File: src/rtl/if_id_queue_if.sv
// Handshake bundle between fetch, the IF/ID prefetch queue and decode.
// The queue uses the slave modport; the fetch/decode side uses master.
interface if_id_queue_if #(
    parameter int DEPTH = 4,
    parameter int W     = 32
);
    localparam int CW = $clog2(DEPTH) + 1;

    logic          enq_valid;
    logic          enq_ready;
    logic [W-1:0]  enq_ins;
    logic [W-1:0]  enq_pcp4;
    logic          deq_valid;
    logic          deq_ready;
    logic [W-1:0]  deq_ins;
    logic [W-1:0]  deq_pcp4;
    logic          flush;
    logic [CW-1:0] count;
    logic [7:0]    drop_cnt;

    modport slave (
        input  enq_valid, enq_ins, enq_pcp4, deq_ready, flush,
        output enq_ready, deq_valid, deq_ins, deq_pcp4, count, drop_cnt
    );

    modport master (
        output enq_valid, enq_ins, enq_pcp4, deq_ready, flush,
        input  enq_ready, deq_valid, deq_ins, deq_pcp4, count, drop_cnt
    );
endinterface

File: src/rtl/if_id_queue.sv
// Instruction prefetch queue: first-word fall-through circular buffer of
// {ins, pcp4} with flush and a saturating count of discarded entries.
module if_id_queue #(
    parameter int DEPTH = 4,
    parameter int W     = 32
) (
    input  logic          clk,
    input  logic          rst,
    if_id_queue_if.slave  bus
);
    localparam int PW = $clog2(DEPTH);
    localparam int CW = PW + 1;

    logic [W-1:0]  ins_mem_r  [DEPTH];
    logic [W-1:0]  pcp4_mem_r [DEPTH];
    logic [PW-1:0] wr_ptr_r;
    logic [PW-1:0] rd_ptr_r;
    logic [CW-1:0] count_r;
    logic [7:0]    drop_cnt_r;

    logic          enq_ready_s;
    logic          deq_valid_s;
    logic          enq_fire_s;
    logic          deq_fire_s;
    logic [W-1:0]  deq_ins_s;
    logic [W-1:0]  deq_pcp4_s;

    function automatic logic [7:0] sat_add8(input logic [7:0] base, input logic [CW-1:0] inc);
        logic [8:0] sum;
        sum = {1'b0, base} + 9'(inc);
        if (sum > 9'd255) begin
            sat_add8 = 8'd255;
        end else begin
            sat_add8 = sum[7:0];
        end
    endfunction

    // Handshake decode and fall-through head view (zero when empty).
    always_comb begin
        enq_ready_s = (count_r != CW'(DEPTH));
        deq_valid_s = (count_r != CW'(0));
        enq_fire_s  = bus.enq_valid && enq_ready_s;
        deq_fire_s  = bus.deq_ready && deq_valid_s;
        deq_ins_s   = {W{1'b0}};
        deq_pcp4_s  = {W{1'b0}};
        if (deq_valid_s) begin
            deq_ins_s  = ins_mem_r[rd_ptr_r];
            deq_pcp4_s = pcp4_mem_r[rd_ptr_r];
        end else begin
            deq_ins_s  = {W{1'b0}};
            deq_pcp4_s = {W{1'b0}};
        end
    end

    // Entry storage; contents are meaningless outside the valid window so no reset.
    always_ff @(posedge clk) begin
        if (enq_fire_s && !bus.flush) begin
            ins_mem_r[wr_ptr_r]  <= bus.enq_ins;
            pcp4_mem_r[wr_ptr_r] <= bus.enq_pcp4;
        end
    end

    // Pointers, occupancy and drop counter; flush overrides any handshake.
    always_ff @(posedge clk or posedge rst) begin
        if (rst) begin
            wr_ptr_r   <= PW'(0);
            rd_ptr_r   <= PW'(0);
            count_r    <= CW'(0);
            drop_cnt_r <= 8'd0;
        end else if (bus.flush) begin
            wr_ptr_r   <= PW'(0);
            rd_ptr_r   <= PW'(0);
            count_r    <= CW'(0);
            // count_r < DEPTH whenever an enqueue fires, so the sum fits CW bits
            drop_cnt_r <= sat_add8(drop_cnt_r, count_r + CW'(enq_fire_s));
        end else begin
            if (enq_fire_s) begin
                wr_ptr_r <= wr_ptr_r + PW'(1);
            end
            if (deq_fire_s) begin
                rd_ptr_r <= rd_ptr_r + PW'(1);
            end
            case ({enq_fire_s, deq_fire_s})
                2'b10:   count_r <= count_r + CW'(1);
                2'b01:   count_r <= count_r - CW'(1);
                default: count_r <= count_r;
            endcase
        end
    end

    assign bus.enq_ready = enq_ready_s;
    assign bus.deq_valid = deq_valid_s;
    assign bus.deq_ins   = deq_ins_s;
    assign bus.deq_pcp4  = deq_pcp4_s;
    assign bus.count     = count_r;
    assign bus.drop_cnt  = drop_cnt_r;
endmodule

File: src/flat_wrapper.sv
// flat-port wrapper written by rule: the top's interface ports become plain ports
module if_id_queue_flat 
#(
    parameter int DEPTH = 4,
    parameter int W     = 32
)
  (clk, rst, bus_enq_valid, bus_enq_ins, bus_enq_pcp4, bus_deq_ready, bus_flush, bus_enq_ready, bus_deq_valid, bus_deq_ins, bus_deq_pcp4, bus_count, bus_drop_cnt);
  if_id_queue_if #(.DEPTH(DEPTH), .W(W)) bus_i ();
  input  logic clk;
  input  logic rst;
  input wire logic [$bits(bus_i.enq_valid)-1:0] bus_enq_valid;
  input wire logic [$bits(bus_i.enq_ins)-1:0] bus_enq_ins;
  input wire logic [$bits(bus_i.enq_pcp4)-1:0] bus_enq_pcp4;
  input wire logic [$bits(bus_i.deq_ready)-1:0] bus_deq_ready;
  input wire logic [$bits(bus_i.flush)-1:0] bus_flush;
  output wire logic [$bits(bus_i.enq_ready)-1:0] bus_enq_ready;
  output wire logic [$bits(bus_i.deq_valid)-1:0] bus_deq_valid;
  output wire logic [$bits(bus_i.deq_ins)-1:0] bus_deq_ins;
  output wire logic [$bits(bus_i.deq_pcp4)-1:0] bus_deq_pcp4;
  output wire logic [$bits(bus_i.count)-1:0] bus_count;
  output wire logic [$bits(bus_i.drop_cnt)-1:0] bus_drop_cnt;
  assign bus_i.enq_valid = bus_enq_valid;
  assign bus_i.enq_ins = bus_enq_ins;
  assign bus_i.enq_pcp4 = bus_enq_pcp4;
  assign bus_i.deq_ready = bus_deq_ready;
  assign bus_i.flush = bus_flush;
  assign bus_enq_ready = bus_i.enq_ready;
  assign bus_deq_valid = bus_i.deq_valid;
  assign bus_deq_ins = bus_i.deq_ins;
  assign bus_deq_pcp4 = bus_i.deq_pcp4;
  assign bus_count = bus_i.count;
  assign bus_drop_cnt = bus_i.drop_cnt;
  if_id_queue #(.DEPTH(DEPTH), .W(W)) u_core (.clk(clk), .rst(rst), .bus(bus_i));
endmodule
File: config.mk
export PLATFORM = sky130hd
export DESIGN_NAME = if_id_queue_flat
export DESIGN_NICKNAME = d
export VERILOG_FILES = /design/src/rtl/if_id_queue_if.sv /design/src/rtl/if_id_queue.sv /design/src/flat_wrapper.sv
export SDC_FILE = /design/constraint.sdc
export NUM_CORES = 1
export LEC_CHECK = 0
export CORE_ASPECT_RATIO = 0.8
export CORE_MARGIN = 10
export CORE_UTILIZATION = 47
export CTS_CLUSTER_SIZE = 8
export DETAILED_ROUTE_END_ITERATION = 7
export PLACE_DENSITY = 0.73
export SETUP_SLACK_MARGIN = 0.5
export SLEW_MARGIN = 20
export SYNTH_ARGS = -nofsm -noshare
export SYNTH_HDL_FRONTEND = slang
export SYNTH_SLANG_ARGS = --single-unit
File: constraint.sdc
create_clock -name clk -period 2.6 [get_ports clk]
set_input_delay 0.52 -clock clk [delete_from_list [all_inputs] [get_ports clk]]
set_output_delay 0.52 -clock clk [all_outputs]
set_load 0.01 [all_outputs]
==> impl_metrics.csv <==
group,metric,value,unit
floorplanning,fp.coreArea,22400,um2
drt,viasPerCell,5.39,
final_layout,fill_cells,1501,
critical_path,endpoint,"bus_deq_ins[8]",
drt,drtAntennaViolNets,0,
sta,fin_ws,-0.0630,ns
critical_path,reg2reg_from,"u_core.bus.count[2]$_DFFE_PP0P_",
logic_synthesis,synth_top_cell_by_area,"edfxtp_1",
critical_path,cp-start-kind,"register",
global_routing,grt_pass1_wl,37700,um
final_layout,layout.nets,828,
logic_synthesis,synth-edff-count,256,
global_routing,grt_max_degree,36,
power_and_ir_drop,power_density,1040,nW/um2
floorplanning,die_w,189,um
power_and_ir_drop,irDropWorstVdd,0.000785,V
logic_synthesis,syn-mean-instance-area,20.4,um2
clocking,cts.sinks,271,
global_routing,antenna_found_initial,3,
logic_synthesis,ys_types,36,
logic_synthesis,synth_ff_type,"edfxtp_1",
clocking,clk_pin_slew,0.05,ns
critical_path,reg2reg_slack,0.10,ns
logic_synthesis,synth_nets,605,
placement,dp_hpwl,14300,um
final_layout,finalNonFillerCells,1070,
clocking,tritoncts,"built",
run_status,status,"complete, but fails checks",
clocking,postCtsHoldBufs,0,
logic_synthesis,yosys_warnings,0,
logic_synthesis,synth_seq_cells,271,
sta,whs,0.393,ns
final_layout,area_growth,38.4,%
final_layout,layout-drive-gt1-share,43.5,%
drt,wl_met1,10200,um
flow_run,max_cap_viol_count,0,
sta,fmax,376,MHz
global_routing,track_usage,16.5,%
critical_path,end_kind,"primary output",
critical_path,r2r_cells,10,
logic_synthesis,synth_cells,525,
critical_path,reg2reg_to,"u_core.bus.count[1]$_DFFE_PP0P_",
worst_hold_path,hold_class,"in -> async",
clocking,cts-root-buf,"clkbuf_16",
drt,drc_errors,0,
placement,dp_cells,977,
drt,vias,5767,
clocking,cts_made_buffers,39,
drt,dr_wl_met2,11800,um
logic_synthesis,syn_area,10700,um2
clocking,clk_path_buf_depth,3,
drt,routed_wl,24200,um
sta,slew_headroom,58.8,%
sta,period_needed,2.66,ns
drt,top_layer,"met5",
power_and_ir_drop,finalPower,15.4,mW
clocking,clock_latency,0.51,ns
drt,wl_per_cell,22.6,um
global_routing,grt_pass1_vias,6497,
critical_path,worst-setup-path-type,"reg -> out",
sta,slew_viol_final,0,
critical_path,crit_start,"u_core.rd_ptr_r[0]$_DFFE_PP0P_",
clocking,htreeDepth,2,
logic_synthesis,ys_top_cells_by_area,"edfxtp_1 (72%), mux4_2 (13%), and2_1 (4.0%), dfrtp_1 (3.5%), ha_1 (1.0%)",
power_and_ir_drop,p_leak,5.18,nW
final_layout,seq_area,8070,um2
placement,routabilityCongestion,0.748,
floorplanning,row_count,49,
logic_synthesis,synth.most_common_cell,"edfxtp_1",
sta,hold_viol,0,
logic_synthesis,async_flop_share,5.54,%
floorplanning,initial_core_util,47.8,%
run_status,failed_checks,"negative setup slack",
logic_synthesis,yosysSeqAreaShare,75.1,%
drt,first_iter_violations,303,
sta,fin_crit_sh,102,%
final_layout,multi_input_area,2800,um2
sta,rsz0062_at_grt,"true",
drt,first_pass_iters,4,
global_routing,overflow,0,
critical_path,critPathMaxFanout,8,
drt,wl_met3,1860,um
sta,skew,0.0153,ns
floorplanning,die_area,29300,um2
logic_synthesis,yosys.area.top_type_share,71.7,%
sta,tightestPinTransition,0.617,ns
sta,setup_viol,39,
critical_path,cp.required,2.08,ns
floorplanning,pin_count,146,
floorplanning,chipHeight,155,um
placement,port_buffers,145,
logic_synthesis,synth_commonest_cells,"edfxtp_1 (256), and2_1 (68), mux4_2 (64), dfrtp_1 (15)",
critical_path,cp.arrival,2.14,ns
==> logic make-up (layout without fill, tap and decap cells) <==
family                   count (synthesis)  count (layout)  share of synthesized area, %
flip-flops                             271             271                          75.1
other                                    0               1                             0
buffers and inverters                   37             275                          1.83
adder cells (fa/ha/maj)                 11              11                          1.42
AND/OR/NAND/NOR                        108             108                          5.89
XOR/XNOR                                 5               5                         0.408
multiplexers                            69              69                          13.9
AO/OA/AOI/OAI                           24              24                          1.38
==> metrics by stage <==
step	cell area [um2]	TNS [ns]	setup slack, ns	util, %
final	14900	-0.973	-0.0630	66.2
after global routing	14900	-2.81	-0.102	66.2
after CTS	14600	-1.54	-0.0699	65.1
after detailed placement	12900	-1.02	-0.177	57.6
after global placement	12900	-0.255	-0.0701	57.6
after floorplan	10800	0	0.000816	-
==> critical path: stages (launching register included) <==
cell     delay [ns]
dfrtp_4        0.50
buf_6          0.15
buf_12         0.14
buf_6          0.11
mux4_2         0.42
and2_4         0.19
buf_6          0.12
==> registers in the layout, summed over array words and instances (netlist names) <==
register             cells
u_core.rd_ptr_r          2
u_core.bus.drop_cnt      8
u_core.wr_ptr_r          2
u_core.ins_mem_r       128
u_core.bus.count         3
u_core.pcp4_mem_r      128
==> metal layers <==
layer	vias up	GRT usage (%)
met1	2978	21.0
met4	4	4.15
met5	-	0
met2	208	26.9
met3	35	5.25
li1	2542	-
==> repair_timing <==
action                     in CTS  in global routing
pin swaps                      50                 30
setup endpoints to repair      79                 76
resized for setup             408                 49
setup buffers                  25                  4
gates cloned                    6                  1
==> how the worst min path moves through the flow <==
stage | from | endpoint | slack, ns | cells after the start
floorplan | rst | u_core.bus.count[1]$_DFFE_PP0P_ | 0.42 | 1
CTS | rst | u_core.bus.drop_cnt[3]$_DFFE_PP0P_ | 0.40 | 2
global placement | u_core.bus.drop_cnt[2]$_DFFE_PP0P_ | u_core.bus.drop_cnt[2]$_DFFE_PP0P_ | 0.55 | 2
global route | rst | u_core.bus.count[2]$_DFFE_PP0P_ | 0.43 | 2
detailed placement | u_core.bus.drop_cnt[2]$_DFFE_PP0P_ | u_core.bus.drop_cnt[2]$_DFFE_PP0P_ | 0.57 | 2
finish | rst | u_core.bus.count[2]$_DFFE_PP0P_ | 0.39 | 2
==> layout by cell type, fill, tap and decap left out, types with 6 or more instances in the layout <==
cell / n
clkbuf_16: 41
and2_1: 6
buf_2: 7
clkbuf_1: 14
nor2_1: 7
dfrtp_1: 11
o21ai_0: 6
buf_6: 70
nand2_1: 6
buf_4: 17
clkdlybuf4s50_1: 76
and2_4: 62
buf_8: 7
inv_1: 8
mux4_2: 64
buf_12: 22
edfxtp_1: 256
==> cell type report <==
class | instances | area share (%)
Tap cell | 306 | 2.58
Multi-Input combinational cell | 217 | 18.9
Sequential cell | 271 | 54.4
Antenna cell | 1 | 0.0168
Clock inverter | 2 | 0.168
Timing Repair Buffer | 209 | 16.7
Clock buffer | 54 | 7.09
Inverter | 10 | 0.253
==> report_power, final <==
group          internal, mW  switching, mW
clock                  2.78           1.68
sequential             5.10          0.152
combinational          3.39           2.32
(Power assumes the default switching activity.)
==> RTL change 1, RTL diff (same flow settings) <==
`W` is set to 32 in 3 places; all go to 64.
--- a/src/rtl/if_id_queue_if.sv
+++ b/src/rtl/if_id_queue_if.sv
@@ -4,3 +4,3 @@
     parameter int DEPTH = 4,
-    parameter int W     = 32
+    parameter int W     = 64
 );
--- a/src/rtl/if_id_queue.sv
+++ b/src/rtl/if_id_queue.sv
@@ -4,3 +4,3 @@
     parameter int DEPTH = 4,
-    parameter int W     = 32
+    parameter int W     = 64
 ) (
--- a/src/flat_wrapper.sv
+++ b/src/flat_wrapper.sv
@@ -4,3 +4,3 @@
     parameter int DEPTH = 4,
-    parameter int W     = 32
+    parameter int W     = 64
 )
Ports: changed (resized bus_deq_ins, bus_deq_pcp4, bus_enq_ins and bus_enq_pcp4); port bits go from 146 to 274. The function was not compared with the original's and may differ.
==> RTL change 1 against the original RTL <==
The run still ends with setup timing left. Sequential share of layout area rose by 0.94 points. Non-clock buffer count rose by 223. Critical path depth rose by 1. Combinational power rose by 77%. Wire length rose by 120%. Total power rose by 87%. Cell area rose by 92%. Clock skew rose by 0.0032 ns. Setup slack got worse by 0.26 ns. Die area rose by 78%. Area after synthesis rose by 90%. Sequential cell count rose by 256. Largest cell class unchanged.
==> RTL change 1: results (changes against the original RTL) <==
[logic_synthesis]
synth_edf_count=512  ; was 256
yosys_warnings=0  ; unchanged
syn_inst=931  ; was 525
syn-num-nets=1075  ; was 605
ys_types=36  ; unchanged
synth_seq_area_share_pct=77.23  ; was 75.15%
synth_common_cells=edfxtp_1 (512), and2_1 (132), mux4_2 (128)  ; was edfxtp_1 (256), and2_1 (68), mux4_2 (64)
ys_async_sr_fraction_pct=2.846  ; was 5.535%
ys_top_cells_by_area=edfxtp_1 (75%), mux4_2 (14%), and2_1 (4.0%), dfrtp_1 (1.8%), buf_6 (0.61%)  ; was edfxtp_1 (72%), mux4_2 (13%), and2_1 (4.0%), dfrtp_1 (3.5%), ha_1 (1.0%)

[status]
failed_checks=setup timing  ; unchanged
outcome=complete, but fails checks  ; unchanged

[clock_tree]
cts_hold_buffers=0  ; unchanged
cts_buffers=75  ; was 39
clk_latency_ns=0.60  ; was 0.51 ns
clkSlewWorstSetupHoldPaths_ns=0.05  ; about the same
clockBufferDepth=3  ; unchanged
cts-root-buf=clkbuf_16  ; unchanged
h-tree-depth=3  ; was 2

[timing]
relSlewSlack_pct=56.95  ; was 58.84%
hold_violations=0  ; unchanged
finalSetupViolations=126  ; was 39
skew_ns=0.01847  ; was 0.01529 ns
fin_ws_ns=-0.3191  ; was -0.06305 ns
finalSetupTns_ns=-25.84  ; was -0.9726 ns

[global_routing]
grt_first_pass_wirelength_mm=70.97  ; was 37.68 mm
first_global_vias=11280  ; was 6497
grt_usage_pct=18.19  ; was 16.46%
grt_max_degree=52  ; was 36
antenna_found_initial=2  ; was 3

[place]
place_congestion=0.7278  ; was 0.7484
placedInstanceArea_mm2=0.02436  ; was 0.01292 mm²
place_inst=1763  ; was 977
dp_hpwl_mm=27.37  ; was 14.27 mm
portBuffers=273  ; was 145

[pwr]
leakage_nw=9.908  ; was 5.184 nW
ir_drop_mv=0.6312  ; was 0.7853 mV

[finish]
finalNetCount=1538  ; was 828
fin_cells=1972  ; was 1070
area_growth_pct=39.78  ; was 38.44%
drive_above_1_share_pct=44.89  ; was 43.51%

[critical_path]
cp_max_fo=6  ; was 8
arrival_ns=2.40  ; was 2.14 ns

[drt]
wl_per_cell_um=27.05  ; was 22.61 µm
drtIter0Drc=808  ; was 303
vias_per_cell=5.543  ; was 5.390
dr.pass1.iters=5  ; was 4

[min_path]
min_path_type=input pin to async pin  ; unchanged

## RTL change 1: kinds of logic after synthesis
group           synth area share [%]
buf+inv                        1.626
mux                            14.39
flops                          77.23
simple gates                   5.062
fa+ha+maj                     0.7485
xor+xnor                      0.2147
compound gates                0.7240
## RTL change 1: through the flow
stage / setup slack [ns] / power, mW
after floorplan: -0.03248 / 13.95
after global placement: -0.1048 / 17.58
after detailed placement: -0.1569 / 17.65
after CTS: -0.3766 / 27.49
after global routing: -0.3910 / 30.04
final: -0.3191 / 28.81
## RTL change 1: cell type report
class | instances | area, µm²
inverters | 10 | 40.04
multi-input cells | 348 | 4733
clock buffers | 89 | 1993
clock inverters | 4 | 53.80
well taps | 560 | 700.7
flip-flops and latches | 527 | 15760
diodes | 2 | 5.005
fillers | 2759 | 14550
repair buffers | 432 | 5219
## RTL change 1: where the power goes
part / total [mW] / switching, mW / internal (mW)
logic: 10.1 / 4.25 / 5.87
registers: 10.1 / 0.206 / 9.87
clock network: 8.62 / 3.30 / 5.32
total: 28.8 / 7.76 / 21.1
## RTL change 1: path summary, 6_finish.rpt
check / start / end / slack (ns) / cells past startpoint
max: u_core.rd_ptr_r[0]$_DFFE_PP0P_ / bus_deq_ins[17] / -0.32 / 7
min: rst / u_core.wr_ptr_r[0]$_DFFE_PP0P_ / 0.38 / 2
max reg2reg: u_core.bus.count[0]$_DFFE_PP0P_ / u_core.bus.drop_cnt[4]$_DFFE_PP0P_ / 0.04 / 12
min reg2reg: u_core.bus.drop_cnt[5]$_DFFE_PP0P_ / u_core.bus.drop_cnt[6]$_DFFE_PP0P_ / 0.57 / 1
max in group asynchronous: rst / u_core.rd_ptr_r[1]$_DFFE_PP0P_ / 1.75 / 2
min in group clk: bus_enq_ins[48] / u_core.ins_mem_r[2][48]$_DFFE_PP_ / 0.55 / 1
## RTL change 1: what timing repair did
item,in CTS,in global routing
setup endpoints to repair,147,655
pin swaps,25,43
cloned,8,33
hold endpoints to repair,0,0
resized for setup,575,226
buffers inserted,44,29
## RTL change 1: layer usage
layer	wire [µm]	track usage [%]	share of wire, %
met2	25260	28.22	47
met5	13	0	0.024
met4	866	4.939	1.6
met3	4817	6.673	9.0
met1	22380	23.98	42
## RTL change 1: worst max-delay path, cell delays in order (launching register included)
cell	delay, ns
dfrtp_4	0.52
buf_12	0.17
buf_12	0.14
buf_12	0.13
buf_12	0.13
mux4_2	0.42
and2_4	0.18
buf_6	0.11
==> RTL change 2, RTL diff (config.mk and constraints unchanged) <==
Made on the original files. Make the reset (`rst`) synchronous in one clocked block.
--- a/src/rtl/if_id_queue.sv
+++ b/src/rtl/if_id_queue.sv
@@ -63,3 +63,3 @@
     // Pointers, occupancy and drop counter; flush overrides any handshake.
-    always_ff @(posedge clk or posedge rst) begin
+    always_ff @(posedge clk) begin
         if (rst) begin
Formal check against the unedited RTL: differs if rst is asserted again (counterexample within 4 cycles, from zero or initial values and one cycle with rst high); with rst held inactive, the same outputs for 4 cycles.
==> RTL change 2 against the original RTL <==
The flow still finishes with violations (setup timing). Area after synthesis grew 0.21%. Sequential cell count grew 2. Via count grew 0.94%. Cell area grew 0.91%. Non-clock buffer count grew 19. Setup slack gained 0.056 ns. Wire length grew 2.4%.
Power is not compared: it rests on default switching activity, and its combinational part moved more than twofold at a synthesized area within 25%.
==> RTL change 2: results (changes against the original RTL) <==
[status]
outcome=complete, but fails checks  ; unchanged
failed_checks=setup timing  ; unchanged

[drt]
wl_met1_mm=10.84  ; was 10.18 mm
wl_per_cell_um=22.85  ; was 22.61 µm
drtIter0Drc=375  ; was 303
num_vias=5821  ; was 5767
met3WireLength_mm=1.669  ; was 1.858 mm

[logic_synthesis]
syn-num-nets=601  ; was 605
syn_avg_cell_area_um2=20.68  ; was 20.44 µm²
yosys_warnings=0  ; unchanged
ys_types=40  ; was 36
synthMuxAreaShare_pct=13.55  ; was 13.92%
synth-adder-area-share_pct=1.536  ; was 1.423%
synth_common_cells=edfxtp_1 (256), and2_1 (70), mux4_2 (60)  ; was edfxtp_1 (256), and2_1 (68), mux4_2 (64)
synth-compound-area-share_pct=1.967  ; was 1.376%
synth-xor-area-share_pct=0.4888  ; was 0.4082%
ys_async_sr_fraction_pct=0  ; was 5.535%
ys_top_cells_by_area=edfxtp_1 (72%), mux4_2 (13%), and2_1 (4.1%), dfxtp_1 (3.2%), ha_1 (1.2%)  ; was edfxtp_1 (72%), mux4_2 (13%), and2_1 (4.0%), dfrtp_1 (3.5%), ha_1 (1.0%)

[global_routing]
grt_use_met3_pct=4.491  ; was 5.250%
grt_first_pass_wirelength_mm=37.71  ; was 37.68 mm
antenna_found_initial=1  ; was 3
grt_usage_pct=16.66  ; was 16.46%
first_global_vias=6399  ; was 6497
grt_max_degree=35  ; was 36
met1_usage_pct=22.15  ; was 21.01%

[timing]
fin_ws_ns=-0.006732  ; was -0.06305 ns
finalSetupViolations=1  ; was 39
skew_ns=0.01404  ; was 0.01529 ns
whs_ns=0.5339  ; was 0.3926 ns
relSlewSlack_pct=67.70  ; was 58.84%

[critical_path]
crit_slowest_cell=mux4_2  ; was dfrtp_4
cp_max_fo=6  ; was 8
regToRegStartpoint=u_core.bus.count[0]$_SDFFE_PP0P_  ; was u_core.bus.count[2]$_DFFE_PP0P_
arrival_ns=2.09  ; was 2.14 ns
r2r_setup_slack_ns=0.16  ; was 0.10 ns
r2r-end=u_core.bus.drop_cnt[0]$_SDFFE_PP0P_  ; was u_core.bus.count[1]$_DFFE_PP0P_

[clock_tree]
cts_buffers=40  ; was 39
post_cts_buffers=32  ; was 25
ctsResizeCount=363  ; was 408

[place]
place_congestion=0.8307  ; was 0.7484
place_inst=969  ; was 977
placedInstanceArea_mm2=0.01280  ; was 0.01292 mm²
preCtsSetupSlack_ns=-0.4453  ; was -0.1773 ns

[finish]
buffer_area_share_pct=17.61  ; was 16.66%
multi_input_gates=205  ; was 217
clk_share_pct=7.254  ; was 7.261%
drive_above_1_share_pct=45.12  ; was 43.51%
antenna_cells=0  ; was 1
signal_buffers=228  ; was 209
n_all_inverters=16  ; was 10
nFillCells=1462  ; was 1501
seqCellArea_mm2=0.008048  ; was 0.008073 mm²
finalNetCount=845  ; was 828
fin_cells=1084  ; was 1070
seq_cell_count=273  ; was 271
clock_buffers=55  ; was 54

==> RTL change 2: cell count changes after synthesis, sizes merged, moves of 3 or more <==
cell	delta
dfxtp	+17
dfrtp	-15
nand2	-10
inv	+6
a311oi	+5
o21ai	-5
mux2i	-3
nor2	+3
nor2b	-3
==> RTL change 2: worst max path at each step <==
stage,start,endpoint,depth (start not counted)
after floorplan,u_core.bus.count[1]$_SDFFE_PP0P_,u_core.bus.drop_cnt[4]$_SDFFE_PP0P_,10
after global placement,bus_enq_valid,u_core.bus.drop_cnt[2]$_SDFFE_PP0P_,10
after detailed placement,bus_enq_valid,u_core.bus.drop_cnt[2]$_SDFFE_PP0P_,10
after CTS,flop,bus_deq_pcp4[5],7
after global routing,flop,bus_deq_pcp4[13],7
final,flop,bus_deq_ins[12],7
==> RTL change 2: power breakdown <==
part           internal (mW)  switching [mW]
Sequential              4.89          0.0253
Combinational          0.494           0.373
Clock                   2.83            1.64
